--- src/rtl/result_hex_tx.sv ---
// Turns a 16-bit result into ASCII hex characters, optionally followed by CR LF,
// and hands them one at a time to the UART transmitter, pacing on tx_busy.
module result_hex_tx #(
    parameter bit CR_LF     = 1'b1,
    parameter bit UPPERCASE = 1'b1
) (
    input  logic        clk,
    input  logic        reset,
    input  logic        trigger_tx,
    input  logic [15:0] data_in16,
    input  logic        tx_busy,
    output logic [7:0]  tx_data,
    output logic        tx_start,
    output logic        busy,
    output logic        overrun
);

    typedef enum logic [1:0] {
        S_IDLE,
        S_LOAD,
        S_WAIT_ACK,
        S_WAIT_DONE
    } state_t;

    localparam logic [2:0] LAST_IDX  = CR_LF ? 3'd5 : 3'd3;
    localparam logic [7:0] ALPHA_BASE = UPPERCASE ? 8'h41 : 8'h61;

    state_t      r_state, w_state_nxt;
    logic [15:0] r_shadow, w_shadow_nxt;
    logic [2:0]  r_idx, w_idx_nxt;
    logic [1:0]  r_ack_cnt, w_ack_cnt_nxt;
    logic [7:0]  r_tx_data, w_tx_data_nxt;
    logic        r_tx_start, w_tx_start_nxt;
    logic        r_busy, w_busy_nxt;
    logic        r_overrun, w_overrun_nxt;
    logic [3:0]  w_nibble;
    logic [7:0]  w_char;

    always_comb begin
        w_nibble = 4'h0;
        w_char   = 8'h00;
        case (r_idx)
            3'd0: w_nibble = r_shadow[15:12];
            3'd1: w_nibble = r_shadow[11:8];
            3'd2: w_nibble = r_shadow[7:4];
            3'd3: w_nibble = r_shadow[3:0];
            default: w_nibble = 4'h0;
        endcase
        if (r_idx == 3'd4) begin
            w_char = 8'h0D;
        end else if (r_idx == 3'd5) begin
            w_char = 8'h0A;
        end else if (w_nibble < 4'd10) begin
            w_char = 8'h30 + {4'h0, w_nibble};
        end else begin
            w_char = ALPHA_BASE + {4'h0, w_nibble} - 8'd10;
        end
    end

    always_comb begin
        w_state_nxt    = r_state;
        w_shadow_nxt   = r_shadow;
        w_idx_nxt      = r_idx;
        w_ack_cnt_nxt  = r_ack_cnt;
        w_tx_data_nxt  = r_tx_data;
        w_tx_start_nxt = 1'b0;
        w_busy_nxt     = r_busy;
        // A trigger that arrives while a frame is running is only reported.
        w_overrun_nxt  = trigger_tx && r_busy;

        case (r_state)
            S_IDLE: begin
                if (trigger_tx) begin
                    w_shadow_nxt = data_in16;
                    w_idx_nxt    = 3'd0;
                    w_busy_nxt   = 1'b1;
                    w_state_nxt  = S_LOAD;
                end
            end
            S_LOAD: begin
                if (!tx_busy) begin
                    w_tx_data_nxt  = w_char;
                    w_tx_start_nxt = 1'b1;
                    w_ack_cnt_nxt  = 2'd0;
                    w_state_nxt    = S_WAIT_ACK;
                end
            end
            S_WAIT_ACK: begin
                // Give up on seeing tx_busy after three idle cycles.
                if (tx_busy || r_ack_cnt == 2'd2) begin
                    w_state_nxt = S_WAIT_DONE;
                end else begin
                    w_ack_cnt_nxt = r_ack_cnt + 2'd1;
                end
            end
            S_WAIT_DONE: begin
                if (!tx_busy) begin
                    if (r_idx == LAST_IDX) begin
                        w_busy_nxt  = 1'b0;
                        w_state_nxt = S_IDLE;
                    end else begin
                        w_idx_nxt   = r_idx + 3'd1;
                        w_state_nxt = S_LOAD;
                    end
                end
            end
            default: w_state_nxt = S_IDLE;
        endcase
    end

    always_ff @(posedge clk) begin
        if (reset) begin
            r_state    <= S_IDLE;
            r_shadow   <= '0;
            r_idx      <= '0;
            r_ack_cnt  <= '0;
            r_tx_data  <= '0;
            r_tx_start <= 1'b0;
            r_busy     <= 1'b0;
            r_overrun  <= 1'b0;
        end else begin
            r_state    <= w_state_nxt;
            r_shadow   <= w_shadow_nxt;
            r_idx      <= w_idx_nxt;
            r_ack_cnt  <= w_ack_cnt_nxt;
            r_tx_data  <= w_tx_data_nxt;
            r_tx_start <= w_tx_start_nxt;
            r_busy     <= w_busy_nxt;
            r_overrun  <= w_overrun_nxt;
        end
    end

    assign tx_data  = r_tx_data;
    assign tx_start = r_tx_start;
    assign busy     = r_busy;
    assign overrun  = r_overrun;

endmodule

--- config.mk ---
export PLATFORM = sky130hd
export DESIGN_NAME = result_hex_tx
export DESIGN_NICKNAME = d
export VERILOG_FILES = /design/src/rtl/result_hex_tx.sv
export SDC_FILE = /design/constraint.sdc
export NUM_CORES = 1
export LEC_CHECK = 0
export ABC_AREA = 1
export CAP_MARGIN = 5
export CORE_UTILIZATION = 30
export CTS_CLUSTER_DIAMETER = 150
export CTS_CLUSTER_SIZE = 8
export DETAILED_ROUTE_END_ITERATION = 7
export DONT_BUFFER_PORTS = 1
export PLACE_DENSITY = 0.53
export RECOVER_POWER = 25
export SYNTH_ARGS = -nofsm -noshare
export SYNTH_HDL_FRONTEND = slang
export SYNTH_SLANG_ARGS = --single-unit
export TNS_END_PERCENT = 30
--- constraint.sdc ---
create_clock -name clk -period 3.98 [get_ports clk]
set_input_delay 0.597 -clock clk [delete_from_list [all_inputs] [get_ports clk]]
set_output_delay 0.597 -clock clk [all_outputs]
set_load 0.01 [all_outputs]
* Word level (Yosys, flattened, before mapping) *
Cells that the tools add are included.

operators by class
  $add $sub $neg = 5
  order comparisons = 1
  equality and inequality tests = 16
  muxes and demuxes = 22
  bitwise gates (word level) = 2
  reductions and logical operators = 13

operators by type and width
  cell                 count
  $mux 8               3
  $pmux 4 s4           1
  $ne 2x2->1 const B   7
  $mux 2               6
  $reduce_and 4->1     3
  $mux 3               3
  $add 7x4->8 const A  1
  $pmux 2 s4           1
  $sub 8x4->8 const B  1
  $add 6x4->7 const A  1
  $eq 2x2->1 const B   3
  $eq 3x2->1 const B   2
  $eq 3x3->1 const B   2
  $pmux 3 s2           1
  $mux 1               5
  $lt 4x4->1 const B   1
  $pmux 2 s2           1
  $reduce_and 2->1     2
  $reduce_bool 2->1    2
  $add 3x1->3 const B  1
  $eq 3x1->1 const B   1
  $logic_not 3->1      1
  $reduce_and 3->1     1
  $add 2x1->2 const B  1
  other kinds (7)      8

storage, ports and cells
  register bits after elaboration = 34
  bits of input ports = 20
  output and inout bits = 11
  logic and storage cells = 67

* Depth between registers and ports, before layout *
Gate-level depths: netlist of run 1.

  word-level depth = 7
  depth in mapped cells = 12
  mapped depth without buffers = 11

* Worst setup path after synthesis of run 1 *
OpenSTA, ideal clock, no wires.

  kind = flip-flop to flip-flop
  from = register r_idx[2]
  to = register r_tx_data[1], in the netlist tx_data[1]
  setup time = 71 ps
  arrival time = 1629 ps
  data required time = 3909 ps
  slack = 2280 ps
  stages on the path, launching flop included = 12
  clock period less this slack = 1700 ps
  path through = dfxtp_1 > inv_2 > buf_6 > ha_1 > nand2_1 > nand2_1 > nor2_4 > ha_1 > nand3b_1 > nand2_1 > nand2_1 > a21oi_1

between the ends
  cells in the longest elaborated chain, start to end = 7
  elaborated cells on any way between the ends = 14

RTL lines
  element                                   line  source
  start, declared                           30    logic [2:0] r_idx, w_idx_nxt;
  start signal, assigned                    124   r_idx <= w_idx_nxt;
  $eq 3x2->1, or another cell as far along  42    case (r_idx)
  $pmux 4 s4                                42
  $add 7x4->8                               56    w_char = ALPHA_BASE + {4'h0, w_nibble} - 8'd10;
  $sub 8x4->8                               56
  $mux 8                                    53    end else if (w_nibble < 4'd10) begin
  $mux 8                                    51    end else if (r_idx == 3'd5) begin
  $mux 8 *                                  49    if (r_idx == 3'd4) begin
  end signal, assigned                      126   r_tx_data <= w_tx_data_nxt;
  end, declared                             32    logic [7:0] r_tx_data, w_tx_data_nxt;

Mark *: on every way between the ends. The rest lies on a longest branch, timed or not.
A chain may end at the register's enable or synchronous reset.

* Worst setup path after layout of run 1 *
Same ends and word-level chain as after synthesis.

==> results_dict.tcl, run 1 <==
set metrics [dict create \
    critPathMaxStageDelay_ns 0.39 \
    drv_slew 0 \
    synthCells 232 \
    critical-path-top-delay-family "simple AND/OR/NAND/NOR gates" \
    yosysSeqAreaShare_pct 39.1 \
    synth_nets 263 \
    yosysWarnings 0 \
    synth_cell_types 26 \
    overflow 0 \
    hold_depth 1 \
    max_slew_margin_pct 57.3 \
    clk_latency_ns 0.28 \
    power_mw 1.18 \
    num_rows 26 \
    p_switching_uw 429 \
    cts_max_level 2 \
    cts_tree "built" \
    hold_class "in -> reg" \
    ctsHoldBuffers 0 \
    fin_nets 261 \
    synth_top_area_cell "dfxtp_1" \
    grt_pass1_wl_mm 6.12 \
    reg2reg_depth 10 \
    critPathKind "reg -> reg" \
    syn_area_per_cell_sq_um 7.29 \
    synthFlopType "dfxtp_1" \
    fmax_mhz 557 \
    synthMuxAreaShare_pct 0 \
    cts.sink_count 33 \
    root_buffer "clkbuf_8" \
    status "completed" \
    fin_ws_ns 2.18 \
    vdd_drop_max_uv 235 \
    viasPerCell 4.53 \
    synthSimpleGateAreaFrac_pct 27.6 \
    worst_setup_path_start_kind "flip-flop" \
    syn_to_final_growth_pct 9.25 \
    crit_buf_inv 1 \
    ioPinCount 31 \
    core-area_sq_mm 0.00527 \
    power.leakage_nw 0.795 \
    p_per_area_mw_per_mm2 638 \
    drc 0 \
    p_comb_share_pct 31.6 \
    post-place-ws_ns 2.21 \
    port_buffers 0 \
    numCtsBuffers 5 \
    synth_xor_area_share_pct 0.518 \
    cts.clk_slew.worst_paths_ns 0.07 \
    clkPwrFrac_pct 27.6 \
    first_pass_iters 4 \
    synth_area_leaders "dfxtp_1, nand2_1, nor2_1" \
    hold_violations 0 \
    drt-total-wl_mm 3.57 \
    die-height_um 77.1 \
    synthTopCellsByCount "nand2_1, nor2_1, dfxtp_1" \
    design_area_sq_mm 0.00185 \
    synth-seq-cells 33 \
    internal_power_uw 750 \
    drtIter0Drc 58 \
    period_minus_slack_ns 1.80 \
    ant_nets 0 \
    finalSetupViolCount 0 \
    synth_top_family_by_area "simple AND/OR/NAND/NOR gates" \
    wl_per_cell_um 11.9 \
    grt_use_total_pct 13.2 \
    setup_tns_ns 0 \
    crit_path_end_kind "flip-flop" \
    worstMarginPinSlew_ns 0.639 \
    cap_violations 0 \
    rsz0062_at_grt "false" \
    antenna_found_initial 0 \
    sw_frac_of_total_pct 36.4 \
    die_w_um 77.1 \
    synth_fa_ha_area_share_pct 8.14 \
    worstPathMaxFanout 13 \
    synth_area_sq_mm 0.00169 \
    skew_ns 0.00587 \
    grt_pass1_vias 1315 \
    die-area_sq_mm 0.00594 \
    hpwl_mm 2.67 \
    yosysTopAreaCellShare_pct 39.1 \
    postCtsSetupRepairBufs 0 \
    period_share_pct 45.1 \
    cpMaxStageDelayCell "dfxtp_1" \
    synth_compound_area_share_pct 15.7 \
    cp.required_ns 4.20 \
    seq_power_share_pct 40.8 \
    grt_max_degree 24 \
    clk_path_buf_depth 2 \
    path_cells "inv_2, ha_1, nand2_1, nand2_1, nor2_4, ha_1, nand3b_1, nand2_1, nand2_1, a21oi_1" \
    crit_path_frequent_cell "nand2_1" \
    drive_above_1_share_pct 12.6 \
    post_cts_resized 0 \
    diodes 0 \
    routabilityCongestion 0.814 \
    synth_edf_count 0 \
    async_flop_share_pct 0 \
    num_vias 1363 \
    start_util_pct 32.1 \
    crit_cells 10 \
    post_dp_cell_area_sq_mm 0.00173 \
    arrival_ns 2.02 \
]
## cells by family after synthesis
group                      count (synthesis)
and+or+nand+nor                          101
AOI/OAI and AO/OA                         49
buffers and inverters                     36
DFF                                       33
adders and majority gates                 11
xor gates and xnor gates                   1
other                                      1
## power by group through the flow
stage               Clock (mW)  Sequential [mW]  Combinational, mW
global route             0.353            0.493              0.435
CTS                      0.336            0.483              0.374
finish                   0.326            0.481              0.372
detailed placement           0            0.490              0.374
global placement             0            0.491              0.371
floorplan                    0            0.470              0.323
## worst reg2reg max path, cell delays in order, from the launching register on
cell and delay [ns]:
dfxtp_1 0.39, inv_2 0.14, ha_1 0.26, nand2_1 0.08, nand2_1 0.10, nor2_4 0.16, ha_1 0.24, nand3b_1 0.15
nand2_1 0.06, nand2_1 0.04, a21oi_1 0.11
## cells in the final DEF (no fill, tap or decap)
cell and n:
inv_2 8, xor2_1 1, o21ai_1 5, a21oi_2 3
nand2_2 2, clkbuf_8 6, a21oi_1 16, o21ai_0 22
nand3b_1 1, nand2_4 3, nand3_2 3, nor2_1 37
ha_1 11, nand3_1 14, conb_1 1, dfxtp_1 33
nor2_2 1, o32ai_1 1, inv_1 19, or2_0 1
nor2_4 2, o21a_1 2, clkbuf_1 1, nand2_1 37
bufinv_16 1
## sequential cells by signal (all words and copies together), names as in the netlist
| name | flops |
|---|---|
| r_idx | 3 |
| r_shadow | 16 |
| tx_data | 7 |
| r_ack_cnt | 2 |
| r_state | 2 |
| tx_start | 1 |
| busy | 1 |
| overrun | 1 |
## layout make-up
cell class / count / area [sq um]
Multi-Input combinational cell: 163 / 882
Clock inverter: 1 / 30.0
Clock buffer: 7 / 86.3
Tap cell: 70 / 87.6
Inverter: 27 / 101
Sequential cell: 33 / 661
Fill cell: 580 / 3420
## metal layers
layer	track usage (%)	routed length [um]
met1	17.5	1840
met4	5.09	59
met5	0	0
met2	19.8	1480
met3	4.05	191
## worst paths after layout
check / slack [ns] / from / end
min: 0.37 / reset / tx_data[4]
min reg2reg: 0.46 / r_ack_cnt[1] / r_ack_cnt[1]
max reg2reg: 2.18 / r_idx[2] / tx_data[1]
max: 2.18 / r_idx[2] / tx_data[1]
## stage by stage
stage / util, % / cells / hold WS, ns
5_1_grt: 35.1 / 301 / 0.347
3_5_place_dp: 32.9 / 293 / 0.450
2_1_floorplan: - / 232 / 0.426
4_1_cts: 35.1 / 301 / 0.356
3_3_place_gp: 32.9 / 293 / 0.452
6_report: 35.1 / 301 / 0.369
(Power assumes the default switching activity.)
==> inputs of run 2 (changes only) <==
clock period = 1.85 ns   (was 3.98 ns; I/O delays follow)
==> run 2 against run 1 <==
  * Sequential cell count unchanged
  * Cell count rose by 1.0%
  * Global-route usage up 0.19 points
  * Register-to-register slack worse by 2.0 ns
  * Via count rose by 2.3%
  * Non-clock buffer count rose by 4
  * Total power up 110%
  * Clock skew down 0.00091 ns
  * Die area unchanged
  * Highest routed layer unchanged
==> results_dict.tcl, run 2 (synthesis results as in run 1) <==
set metrics [dict create \
    cpMaxStageDelayCell "dfxtp_2" \
    worstPathMaxFanout 4 \
    grt_pass1_vias 1347 \
    drv_slew 0 \
    hold_violations 0 \
    cts.clk_slew.worst_paths_ns 0.07 \
    max_slew_margin_pct 60.2 \
    top_register "r_shadow" \
    crit_path_end_kind "flip-flop" \
    final_cell_mix "nor2_1, nand2_1, dfxtp_1, o21ai_0, inv_1" \
    power.leakage_nw 0.796 \
    drt-total-wl_mm 3.62 \
    first_pass_iters 4 \
    antenna_found_initial 0 \
    worstMarginPinSlew_ns 0.596 \
    diodes 0 \
    drtIter0Drc 67 \
    overflow 0 \
    arrival_ns 1.88 \
    r2r-end "tx_data[1]" \
    numCtsBuffers 5 \
    fin_util_pct 35.3 \
    fin_nets 265 \
    clk_latency_ns 0.28 \
    hpwl_mm 2.77 \
    ioPinCount 31 \
    vdd_drop_max_uv 445 \
    fillers 593 \
    wl_per_cell_um 11.9 \
    routabilityCongestion 0.818 \
    grt_use_total_pct 13.4 \
    power_mw 2.42 \
    hold_class "in -> reg" \
    critical-path-top-delay-family "adder cells" \
    placedCellCount 296 \
    cts.sink_count 33 \
    skew_ns 0.00496 \
    grt_pass1_wl_mm 6.19 \
    ctsHoldBuffers 0 \
    critPathKind "reg -> reg" \
    viasPerCell 4.59 \
    root_buffer "clkbuf_8" \
    layout_commonest_cell "nor2_1" \
    num_rows 26 \
    period_share_pct 89.8 \
    hold_ws_ns 0.0484 \
    worst_setup_path_start_kind "flip-flop" \
    drc 0 \
    setup_tns_ns 0 \
    post-place-ws_ns 0.0963 \
    syn_to_final_growth_pct 9.98 \
    reg2reg_depth 10 \
    startpoint "r_idx[0]" \
    fin_ws_ns 0.188 \
    design_area_sq_mm 0.00186 \
    core-area_sq_mm 0.00527 \
    crit_buf_inv 1 \
    cap_violations 0 \
    grt_max_degree 24 \
    timing.rr.start "r_idx[0]" \
    post_dp_cell_area_sq_mm 0.00175 \
    cp.required_ns 2.07 \
    fmax_mhz 602 \
    hold_start "reset" \
    start_util_pct 32.1 \
    crit_path_frequent_cell "ha_1" \
    ant_nets 0 \
    p_per_area_mw_per_mm2 1300 \
    die-height_um 77.1 \
    crit_cells 10 \
    finalSetupViolCount 0 \
    clk_path_buf_depth 2 \
    status "completed" \
    num_vias 1395 \
    die-area_sq_mm 0.00594 \
    drive_above_1_share_pct 16.2 \
    cts_tree "built" \
    path_cells "ha_1, ha_1, inv_1, o21ai_1, nor2_2, ha_1, nand3b_1, nand2_1, nand2_1, a21oi_1" \
    endpoint "tx_data[1]" \
    critPathMaxStageDelay_ns 0.34 \
    period_minus_slack_ns 1.66 \
    die_w_um 77.1 \
    rrSetupSlack_ns 0.19 \
    cts_max_level 2 \
    final_cells 304 \
    largest_reg_flops 16 \
    port_buffers 0 \
    rsz0062_at_grt "false" \
]
run 2: changes by cell type in the layout (fill, tap and decap cells not counted), sizes merged:
cell	change
bufinv	-1
buf	+4
run 2: final cells by class:
cell class | instances | area, sq um | area share (%)
timing repair buffer | 4 | 30.0 | 1.61
inverter | 27 | 101 | 5.45
clock buffer | 7 | 86.3 | 4.64
multi-input combinational | 163 | 892 | 47.9
tap | 70 | 87.6 | 4.71
sequential | 33 | 663 | 35.6
run 2: power by group:
part,internal [mW],switching [mW],leakage (nW),total (mW)
clock network,0.295,0.247,0.0443,0.542
registers,0.894,0.143,0.272,1.04
logic,0.317,0.527,0.479,0.844
run 2: worst min path at each step:
stage                             to  cells past startpoint  slack, ns
after floorplan                 busy                      1       0.40
after global placement    tx_data[4]                      1       0.34
after detailed placement  tx_data[4]                      1       0.35
after CTS                 tx_data[4]                      1       0.04
after global routing      tx_data[4]                      1       0.03
final                     tx_data[4]                      1       0.05
run 2: worst register-to-register path, delay by kind of cell, from the launching register on:
| kind | cells | cell delay, ns |
|---|---|---|
| adder cells (fa/ha/maj) | 3 | 0.64 |
| AND/OR/NAND/NOR | 4 | 0.40 |
| flip-flops | 1 | 0.34 |
| AO/OA/AOI/OAI | 2 | 0.16 |
| buffers and inverters | 1 | 0.06 |
run 2: timing repair:
action	in CTS	in global routing
setup endpoints to repair	0	2
gates resized for setup	0	6
setup buffers	0	1
run 2: metal layers:
metal	track usage, %	vias to the layer above	share of wire (%)
li1	-	740	-
met1	16.5	622	49
met2	20.8	27	43
met3	5.36	6	5.7
met4	5.09	0	1.5
met5	0	-	0
==> inputs of run 3 (changes only) <==
CORE_ASPECT_RATIO = 1.5   (was default)
CORE_MARGIN = 2   (was default)
==> run 3 against run 2 <==
  * Hold slack improved by 0.0047 ns
  * Sequential share of layout area decreased by 0.12 points
  * Combinational power increased by 2.8%
  * Clock skew about the same
  * Via count increased by 0.36%
  * Global-route usage decreased by 0.19 points
  * Core utilization decreased by 1.1 points
  * Fmax decreased by 4.7%
  * Largest cell class unchanged
  * Largest power group unchanged
==> results_dict.tcl, run 3 (synthesis results as in run 1) <==
set metrics [dict create \
    drc 0 \
    core-area_sq_mm 0.00545 \
    crit_path_frequent_cell "nand2_1" \
    ioPinCount 31 \
    period_share_pct 94.3 \
    cts_tree "built" \
    ctsHoldBuffers 0 \
    cap_violations 0 \
    antenna_found_initial 0 \
    arrival_ns 1.96 \
    grt_pass1_wl_mm 6.35 \
    skew_ns 0.00446 \
    vdd_drop_max_uv 492 \
    critPathKind "reg -> reg" \
    drv_slew 0 \
    port_buffers 0 \
    setup_tns_ns 0 \
    clk_path_buf_depth 2 \
    final_cells 305 \
    fmax_mhz 573 \
    routabilityCongestion 0.780 \
    status "completed" \
    finalSetupViolCount 0 \
    period_minus_slack_ns 1.74 \
    hold_start "reset" \
    first_pass_iters 4 \
    path_cells "ha_1, ha_1, nand2_1, nand2_1, nor2_4, ha_2, nand3b_1, nand2_1, nand2_1, a21oi_1" \
    reg2reg_depth 10 \
    ant_nets 0 \
    clk_latency_ns 0.28 \
    grt_util_met1_pct 12.7 \
    worst_setup_path_start_kind "flip-flop" \
    max_slew_margin_pct 60.2 \
    gr-usage-met2_pct 25.6 \
    die_w_um 65.3 \
    num_vias 1400 \
    hold_violations 0 \
    cts.clk_slew.worst_paths_ns 0.06 \
    final_cell_mix "nand2_1, nor2_1, dfxtp_1, o21ai_0, inv_1" \
    grt_max_degree 24 \
    die-height_um 96.0 \
    viasPerCell 4.59 \
    num_rows 33 \
    root_buffer "clkbuf_8" \
    grt_use_total_pct 13.2 \
    wl_per_cell_um 12.4 \
    cts.sink_count 33 \
    grt_pass1_vias 1463 \
    cts_max_level 2 \
    placedCellCount 296 \
    fin_nets 265 \
    numCtsBuffers 5 \
    busiest_layer "met2" \
    die-area_sq_mm 0.00627 \
    worstMarginPinSlew_ns 0.596 \
    use_met3_pct 3.39 \
    worstPathMaxFanout 4 \
    cpMaxStageDelayCell "dfxtp_2" \
    drtIter0Drc 30 \
    top_register "r_shadow" \
    hold_depth 1 \
    diodes 0 \
    syn_to_final_growth_pct 10.1 \
    p_per_area_mw_per_mm2 1300 \
    drive_above_1_share_pct 14.9 \
    startpoint "r_idx[0]" \
    rsz0062_at_grt "false" \
    hold_class "in -> reg" \
    largest_reg_flops 16 \
    critPathMaxStageDelay_ns 0.34 \
    timing.rr.start "r_idx[0]" \
    overflow 0 \
    crit_path_end_kind "flip-flop" \
    power.leakage_nw 0.796 \
    fin_ws_ns 0.106 \
    cp.required_ns 2.07 \
    fin_util_pct 34.2 \
    drt-total-wl_mm 3.77 \
    hpwl_mm 2.91 \
    post-place-ws_ns 0.0812 \
    start_util_pct 31.0 \
]
## run 3: timing repair
action                                  4_1_cts  5_1_grt
endpoints found under the setup margin        0        3
resized for setup                             0        4
buffers inserted                              0        1
## run 3: through the flow
step                cell area (sq um)  power [mW]  hold slack (ns)
detailed placement               1770        1.90            0.346
finish                           1860        2.42           0.0531
CTS                              1850        2.43           0.0403
global placement                 1770        1.90            0.344
global route                     1860        2.63           0.0410
floorplan                        1690        1.71            0.395
## run 3: metal layers
layer	vias up	part of all wire (%)	wire, um
met2	26	54	2050
met4	0	1.5	58
met1	633	39	1480
met5	-	0	0
li1	736	-	-
met3	5	4.6	172
## run 3: cell type report
cell class	instances	area (sq um)
Clock buffer	8	80.1
Fill cell	619	3590
Inverter	27	101
Multi-Input combinational cell	163	890
Sequential cell	33	662
Tap cell	70	87.6
Timing Repair Buffer	4	42.5
## run 3: path summary, 6_finish.rpt
path,to,slack (ns)
max,tx_data[1],0.11
min,tx_data[4],0.05
max reg2reg,tx_data[1],0.11
min reg2reg,r_ack_cnt[0],0.46
## run 3: worst max-delay path, delay by kind of cell (launching register included)
kind	cells	cell delay (ns)
AO/OA/AOI/OAI	1	0.11
adder cells (fa/ha/maj)	3	0.69
flip-flops	1	0.34
AND/OR/NAND/NOR	6	0.55
## run 3: where the power goes
group,switching (mW),internal [mW]
Clock,0.248,0.267
Combinational,0.532,0.337
Sequential,0.138,0.894
